### src/rtl/idct_lane_round_sat_pkg.sv
// Purpose: shared definitions for the IDCT post-scaling stream stage.
//   - state_e    : stage FSM encoding (RUN=0, DONE=1)
//   - FIFO_DEPTH : depth of the output skid FIFO
//   - sat_min / sat_max : clamp bounds for an OW-bit output, signed or unsigned
// Ports: none (package).
package idct_stream_pkg;

    typedef enum logic {
        ST_RUN  = 1'b0,
        ST_DONE = 1'b1
    } state_e;

    localparam int FIFO_DEPTH = 2;

    function automatic int sat_min(input int ow, input bit signed_out);
        return signed_out ? -(1 << (ow - 1)) : 0;
    endfunction

    function automatic int sat_max(input int ow, input bit signed_out);
        return signed_out ? (1 << (ow - 1)) - 1 : (1 << ow) - 1;
    endfunction

endpackage

### src/rtl/idct_lane_round_sat_if.sv
// Purpose: stream bundle between the IDCT column pass, this stage and its consumer.
// Handshake: on every lane a token moves when v=1 and b=0 at the same rising
//   clock edge; b is back-pressure (1 = not ready), data and e are only
//   meaningful while v=1.
// Signals:
//   in_d  [LANES*IW]  input samples, lane i at [i*IW +: IW]
//   in_e  [LANES]     input end-of-stream flags
//   in_v  [LANES]     input valid
//   in_b  [LANES]     back-pressure to the producer
//   out_d [LANES*OW]  output samples, lane i at [i*OW +: OW]
//   out_e [LANES]     output end-of-stream flags
//   out_v [LANES]     output valid
//   out_b [LANES]     back-pressure from the consumer
// Modports: master = producer/consumer side, slave = the stage itself.
interface idct_lane_round_sat_if #(
    parameter int LANES = 8,
    parameter int IW    = 16,
    parameter int OW    = 9
);
    logic [LANES*IW-1:0] in_d;
    logic [LANES-1:0]    in_e;
    logic [LANES-1:0]    in_v;
    logic [LANES-1:0]    in_b;
    logic [LANES*OW-1:0] out_d;
    logic [LANES-1:0]    out_e;
    logic [LANES-1:0]    out_v;
    logic [LANES-1:0]    out_b;

    modport master (
        output in_d, in_e, in_v, out_b,
        input  in_b, out_d, out_e, out_v
    );

    modport slave (
        input  in_d, in_e, in_v, out_b,
        output in_b, out_d, out_e, out_v
    );
endinterface

### src/rtl/idct_lane_round_sat_lane.sv
// Purpose: one combinational lane: round-half-up, arithmetic right shift,
//   constant offset, then clamp to OW bits (signed or unsigned).
// Ports:
//   x  in  IW  signed IDCT sample
//   y  out OW  scaled, saturated sample
module lane_round_sat
    import idct_stream_pkg::*;
#(
    parameter int IW         = 16,
    parameter int OW         = 9,
    parameter int SHIFT      = 3,
    parameter int OFFSET     = 0,
    parameter int SIGNED_OUT = 1
) (
    input  logic signed [IW-1:0] x,
    output logic        [OW-1:0] y
);
    // Two guard bits: one for the rounding carry, one for the offset add.
    localparam int WW     = IW + 2;
    localparam int BIAS_I = (SHIFT > 0) ? (1 << (SHIFT - 1)) : 0;

    localparam logic signed [WW-1:0] BIAS = WW'(BIAS_I);
    localparam logic signed [WW-1:0] OFFS = WW'(OFFSET);
    localparam logic signed [WW-1:0] LO   = WW'(sat_min(OW, SIGNED_OUT != 0));
    localparam logic signed [WW-1:0] HI   = WW'(sat_max(OW, SIGNED_OUT != 0));

    logic signed [WW-1:0] xe;
    logic signed [WW-1:0] shf;
    logic signed [WW-1:0] res;

    assign xe  = {{2{x[IW-1]}}, x};
    assign shf = (xe + BIAS) >>> SHIFT;
    assign res = shf + OFFS;

    always_comb begin
        y = res[OW-1:0];
        if (res < LO) begin
            y = LO[OW-1:0];
        end else if (res > HI) begin
            y = HI[OW-1:0];
        end
    end
endmodule

### src/rtl/idct_lane_round_sat.sv
// Purpose: N-lane lock-step round/shift/offset/saturate stage with EOS
//   propagation, EOS-mismatch detection and a 2-entry output skid FIFO.
// Ports:
//   clock    in   sole clock, rising edge
//   reset    in   asynchronous, active-low
//   s        slave modport of idct_lane_round_sat_if (input and output streams)
//   done     out  FSM is in DONE
//   err      out  sticky EOS-mismatch flag
//   state_o  out  raw FSM state, for observation
module idct_lane_round_sat
    import idct_stream_pkg::*;
#(
    parameter int LANES      = 8,
    parameter int IW         = 16,
    parameter int OW         = 9,
    parameter int SHIFT      = 3,
    parameter int OFFSET     = 0,
    parameter int SIGNED_OUT = 1
) (
    input  logic                  clock,
    input  logic                  reset,
    idct_lane_round_sat_if.slave  s,
    output logic                  done,
    output logic                  err,
    output state_e                state_o
);
    // FIFO entry layout: {e[LANES-1:0], d[LANES*OW-1:0]}
    localparam int DW = LANES * OW;
    localparam int EW = LANES * (OW + 1);

    state_e          state_q, state_d;
    logic [EW-1:0]   mem_q [FIFO_DEPTH];
    logic            wr_ptr_q;
    logic            rd_ptr_q;
    logic [1:0]      cnt_q;
    logic            err_q;

    logic [DW-1:0]   lane_y;
    logic [EW-1:0]   push_entry;
    logic [EW-1:0]   head;
    logic            fire;
    logic            eos_all;
    logic            data_tok;
    logic            push;
    logic            pop;
    logic            mismatch;

    for (genvar g = 0; g < LANES; g++) begin : g_lane
        lane_round_sat #(
            .IW         (IW),
            .OW         (OW),
            .SHIFT      (SHIFT),
            .OFFSET     (OFFSET),
            .SIGNED_OUT (SIGNED_OUT)
        ) u_lane (
            .x (s.in_d[g*IW +: IW]),
            .y (lane_y[g*OW +: OW])
        );
    end

    // All lanes must be valid together; a partial valid never consumes.
    assign fire     = (state_q == ST_RUN) && (&s.in_v) && (cnt_q < 2'(FIFO_DEPTH));
    assign eos_all  = &s.in_e;
    assign data_tok = ~|s.in_e;
    assign push     = fire && (eos_all || data_tok);
    assign mismatch = fire && !eos_all && !data_tok;
    // A single back-pressured lane holds the whole entry.
    assign pop      = (cnt_q != 2'd0) && !(|s.out_b);

    assign push_entry = eos_all ? {{LANES{1'b1}}, {DW{1'b0}}}
                                : {{LANES{1'b0}}, lane_y};

    always_comb begin
        state_d = state_q;
        if (fire && !data_tok) begin
            state_d = ST_DONE;
        end
    end

    always_ff @(posedge clock or negedge reset) begin
        if (!reset) begin
            state_q  <= ST_RUN;
            wr_ptr_q <= 1'b0;
            rd_ptr_q <= 1'b0;
            cnt_q    <= 2'd0;
            err_q    <= 1'b0;
        end else begin
            state_q <= state_d;
            if (push) begin
                wr_ptr_q <= ~wr_ptr_q;
            end
            if (pop) begin
                rd_ptr_q <= ~rd_ptr_q;
            end
            cnt_q <= cnt_q + {1'b0, push} - {1'b0, pop};
            if (mismatch) begin
                err_q <= 1'b1;
            end
        end
    end

    // Storage needs no reset: outputs are masked while the FIFO is empty.
    always_ff @(posedge clock) begin
        if (push) begin
            mem_q[wr_ptr_q] <= push_entry;
        end
    end

    assign head    = mem_q[rd_ptr_q];
    assign s.in_b  = {LANES{~fire}};
    assign s.out_v = {LANES{cnt_q != 2'd0}};
    assign s.out_d = (cnt_q != 2'd0) ? head[DW-1:0] : '0;
    assign s.out_e = (cnt_q != 2'd0) ? head[EW-1:DW] : '0;
    assign done    = (state_q == ST_DONE);
    assign err     = err_q;
    assign state_o = state_q;
endmodule

### src/flat_wrapper.sv
// flat-port wrapper written by rule: the top's interface ports become plain ports
module idct_lane_round_sat_flat import idct_stream_pkg::*;
#(
    parameter int LANES      = 8,
    parameter int IW         = 16,
    parameter int OW         = 9,
    parameter int SHIFT      = 3,
    parameter int OFFSET     = 0,
    parameter int SIGNED_OUT = 1
)
  (clock, reset, done, err, state_o, s_in_d, s_in_e, s_in_v, s_out_b, s_in_b, s_out_d, s_out_e, s_out_v);
  idct_lane_round_sat_if #(.LANES(LANES), .IW(IW), .OW(OW)) s_i ();
  input  logic clock;
  input  logic reset;
  output logic done;
  output logic err;
  output state_e state_o;
  input wire logic [$bits(s_i.in_d)-1:0] s_in_d;
  input wire logic [$bits(s_i.in_e)-1:0] s_in_e;
  input wire logic [$bits(s_i.in_v)-1:0] s_in_v;
  input wire logic [$bits(s_i.out_b)-1:0] s_out_b;
  output wire logic [$bits(s_i.in_b)-1:0] s_in_b;
  output wire logic [$bits(s_i.out_d)-1:0] s_out_d;
  output wire logic [$bits(s_i.out_e)-1:0] s_out_e;
  output wire logic [$bits(s_i.out_v)-1:0] s_out_v;
  assign s_i.in_d = s_in_d;
  assign s_i.in_e = s_in_e;
  assign s_i.in_v = s_in_v;
  assign s_i.out_b = s_out_b;
  assign s_in_b = s_i.in_b;
  assign s_out_d = s_i.out_d;
  assign s_out_e = s_i.out_e;
  assign s_out_v = s_i.out_v;
  idct_lane_round_sat #(.LANES(LANES), .IW(IW), .OW(OW), .SHIFT(SHIFT), .OFFSET(OFFSET), .SIGNED_OUT(SIGNED_OUT)) u_core (.clock(clock), .reset(reset), .s(s_i), .done(done), .err(err), .state_o(state_o));
endmodule
### config.mk
export PLATFORM = sky130hd
export DESIGN_NAME = idct_lane_round_sat_flat
export DESIGN_NICKNAME = d
export VERILOG_FILES = /design/src/rtl/idct_lane_round_sat_pkg.sv /design/src/rtl/idct_lane_round_sat_if.sv /design/src/rtl/idct_lane_round_sat_lane.sv /design/src/rtl/idct_lane_round_sat.sv /design/src/flat_wrapper.sv
export SDC_FILE = /design/constraint.sdc
export NUM_CORES = 1
export LEC_CHECK = 0
export CAP_MARGIN = 20
export CORE_MARGIN = 2
export CORE_UTILIZATION = 35
export DETAILED_ROUTE_END_ITERATION = 12
export PLACE_DENSITY = 0.68
export SETUP_SLACK_MARGIN = 0.05
export SLEW_MARGIN = 20
export SYNTH_ARGS = -nofsm -noshare
export SYNTH_HDL_FRONTEND = slang
export SYNTH_SLANG_ARGS = --single-unit
### constraint.sdc
create_clock -name clock -period 5.4 [get_ports clock]
set_input_delay 0.54 -clock clock [delete_from_list [all_inputs] [get_ports clock]]
set_output_delay 0.54 -clock clock [all_outputs]
set_load 0.03 [all_outputs]
==> flow_summary.yaml <==
status:
  status: "finished, final reports clean"
final_layout:
  final_layout_size_suffix_gt1_share_pct: 5.70
  antenna_cells: 0
  area_delta_synth_final_pct: 36.7
  layout_commonest_cell: "clkdlybuf4s50_1"
  num-nets-final: 1169
  layout.cells.most_common_list: "clkdlybuf4s50_1 (236), edfxtp_1 (146), nor2_1 (104)"
  final_cell_area_um2: 11700
place:
  dpl_cell_area_um2: 11200
  hpwl_mm: 15.2
  numPortBuffers: 236
  gpl.final_weighted_congestion: 0.859
die:
  coreArea_um2: 24200
  fp.dieArea_um2: 25800
  num_rows: 57
  die_x_um: 161
  floorplan.io_pins: 253
  initial_core_util_pct: 35.5
  dieHeight_um: 161
worst_setup_path:
  ff2ff_setup_slack_ns: 2.05
  endpoint_kind: "output pin"
  setup.worst_path.class: "register to output pin"
  cp_cell_sequence: "buf_4 > mux2i_1 > nor2_1 > clkdlybuf4s50_1"
  kind_of_start_point_of_the_critical_path: "register"
  rr_worst_depth: 5
  cp_data_required_time_ns: 4.86
  terminus_of_the_critical_flop_to_flop_path: "u_core.mem_q[0][48]"
  crit_fanout: 60
  critical_path.reg2reg.startpoint: "u_core.cnt_q[1]"
  timing.critical_path.slowest_stage_cell: "dfrtp_4"
  cpPeakStageDelay_ns: 1.15
  cp.arrival_ns: 2.99
  timing.critical_path.to: "s_out_d[60]"
  crit_path_start: "u_core.rd_ptr_q"
global_route:
  grt_pass1_wl_mm: 34.0
  via_count_of_the_first_global_routing_pass: 6693
  grt_remaining_overflow: 0
  grt_max_degree: 74
  grt_antenna_before_repair: 1
  global_route.usage.total_pct: 16.5
yosys:
  synth_flop_cell: "edfxtp_1"
  ys_async_sr_fraction_pct: 3.95
  postSynthNetCount: 956
  postSynthAreaPerCell_um2: 10.8
  postSynthRegisterBits: 152
  synth_warnings: 0
  yosysSeqAreaShare_pct: 52.8
  post_synth_instance_area_um2: 8590
  netlist_instances: 792
  synth-edff-count: 146
  yosys.cell_types.count: 64
detailed_routing:
  drt.antenna.violating_nets: 0
  vias: 6779
  via_density_per_instance: 5.06
  route.detailed.wl_per_inst_um: 15.9
  drt_iter0_drc: 333
  remaining_drc_errors: 0
  first_pass_iters: 5
  totalWireLength_mm: 21.3
clocking:
  postCtsSetupRepairBufs: 0
  clk_pin_slew_ns: 0.06
  max-clock-path-buffers: 2
  ctsHtreeMaxLevel: 4
  total_clock_buffers_created_by_cts: 17
  cts-hold-fix-buffers: 0
  tritoncts_clock_tree: "done"
  root_cell_of_the_clock_tree: "clkbuf_16"
  cts.repair.resized: 0
  clk_latency_ns: 0.42
  clock-sinks: 152
sta:
  min_clock_period_post_route_ns: 3.53
  maxSlewViolCount: 0
  timing.max_slew.rel_slack_pct: 28.1
  setup_viol: 0
  worst_clock_skew_ns: 0.00717
  grt_setup_unrepaired: "no"
  max_freq_mhz: 283
  timing.final.crit_share_pct: 65.4
  hold_viol: 0
  totalNegativeSetupSlack_ns: 0
  worst_pin_slew_ns: 1.08
job:
  max_capacitance_violation_total: 0
hold_path:
  worst_hold_path_type: "primary input to asynchronous set/reset pin"
pwr:
  power_per_cell_area_nw_per_um2: 291
  worst_ir_drop_vdd_v: 0.000151
  p_leak_nw: 3.94
logic make-up after synthesis:
family / Yosys count / synth area share, %
xor+xnor: 62 / 6.32
fa+ha+maj: 10 / 1.46
compound gates: 139 / 10.2
buf+inv: 69 / 3.99
mux: 80 / 9.39
flops: 152 / 52.8
simple gates: 280 / 15.8
area by class of cell:
type | count | area, um2
clock buffer | 17 | 425
clock inverter | 14 | 145
fill | 2193 | 12400
inverter | 22 | 82.6
multi-input combinational | 571 | 3730
sequential | 152 | 4540
tap | 324 | 405
timing repair buffer | 241 | 2410
report_power, final:
part           internal (mW)  total, mW  switching (mW)
registers               1.31       1.34          0.0395
clock network          0.679       1.15           0.474
logic                  0.408      0.921           0.513
metrics by stage:
step                utilization [%]  hold slack (ns)  setup WS (ns)  total power, mW  instances
finish                         48.6            0.373           1.87             3.42       1341
global route                   48.6            0.374           1.72             3.56       1341
CTS                            48.6            0.362           1.79             3.46       1341
detailed placement             46.2            0.473           1.50             2.30       1310
global placement               46.2            0.461           1.62             2.29       1310
floorplan                         -            0.244           1.23             1.89        792
worst max-delay path: cells and delay by family, from the launching register on:
family,cells,cell delay [ns]
buffers and inverters,2,1.12
flip-flops,1,1.15
multiplexers,1,0.11
AND/OR/NAND/NOR,1,0.15
routing by layer:
metal / routed length, um / up-vias / global-route usage [%]
li1: - / 3380 / -
met1: 9190 / 3180 / 20.0
met2: 10300 / 195 / 28.1
met3: 1420 / 22 / 4.57
met4: 391 / 2 / 5.73
met5: 11 / - / 0
synthesized netlist by cell type (7+ instances only):
cell type / number / area (um2)
clkbuf_1: 18 / 67.6
inv_1: 22 / 82.6
a21oi_1: 74 / 370
xnor2_1: 35 / 307
buf_4: 22 / 165
nor2_1: 105 / 394
nand3_1: 37 / 185
xor2_1: 27 / 236
nor4_1: 9 / 56.3
nand4_1: 21 / 131
and3_1: 14 / 87.6
ha_1: 10 / 125
mux2i_1: 78 / 781
nand2_1: 40 / 150
nor3_1: 21 / 105
a31oi_1: 11 / 68.8
o21ai_0: 7 / 35.0
edfxtp_1: 146 / 4380
how the worst min path moves through the flow:
| stage | start | endpoint | cells after the start |
|---|---|---|---|
| 3_5_place_dp | u_core.err | u_core.err | 1 |
| 2_1_floorplan | reset | u_core.cnt_q[0] | 0 |
| 6_report | reset | u_core.rd_ptr_q | 1 |
| 5_1_grt | reset | u_core.cnt_q[1] | 1 |
| 4_1_cts | reset | u_core.rd_ptr_q | 1 |
| 3_3_place_gp | u_core.err | u_core.err | 1 |
state kept, by name, indices dropped and copies added, names as in the netlist:
signal	flops
u_core.done	1
u_core.wr_ptr_q	1
u_core.err	1
u_core.cnt_q	2
u_core.mem_q	146
u_core.rd_ptr_q	1
No activity file was read; power rests on OpenSTA's default activity.
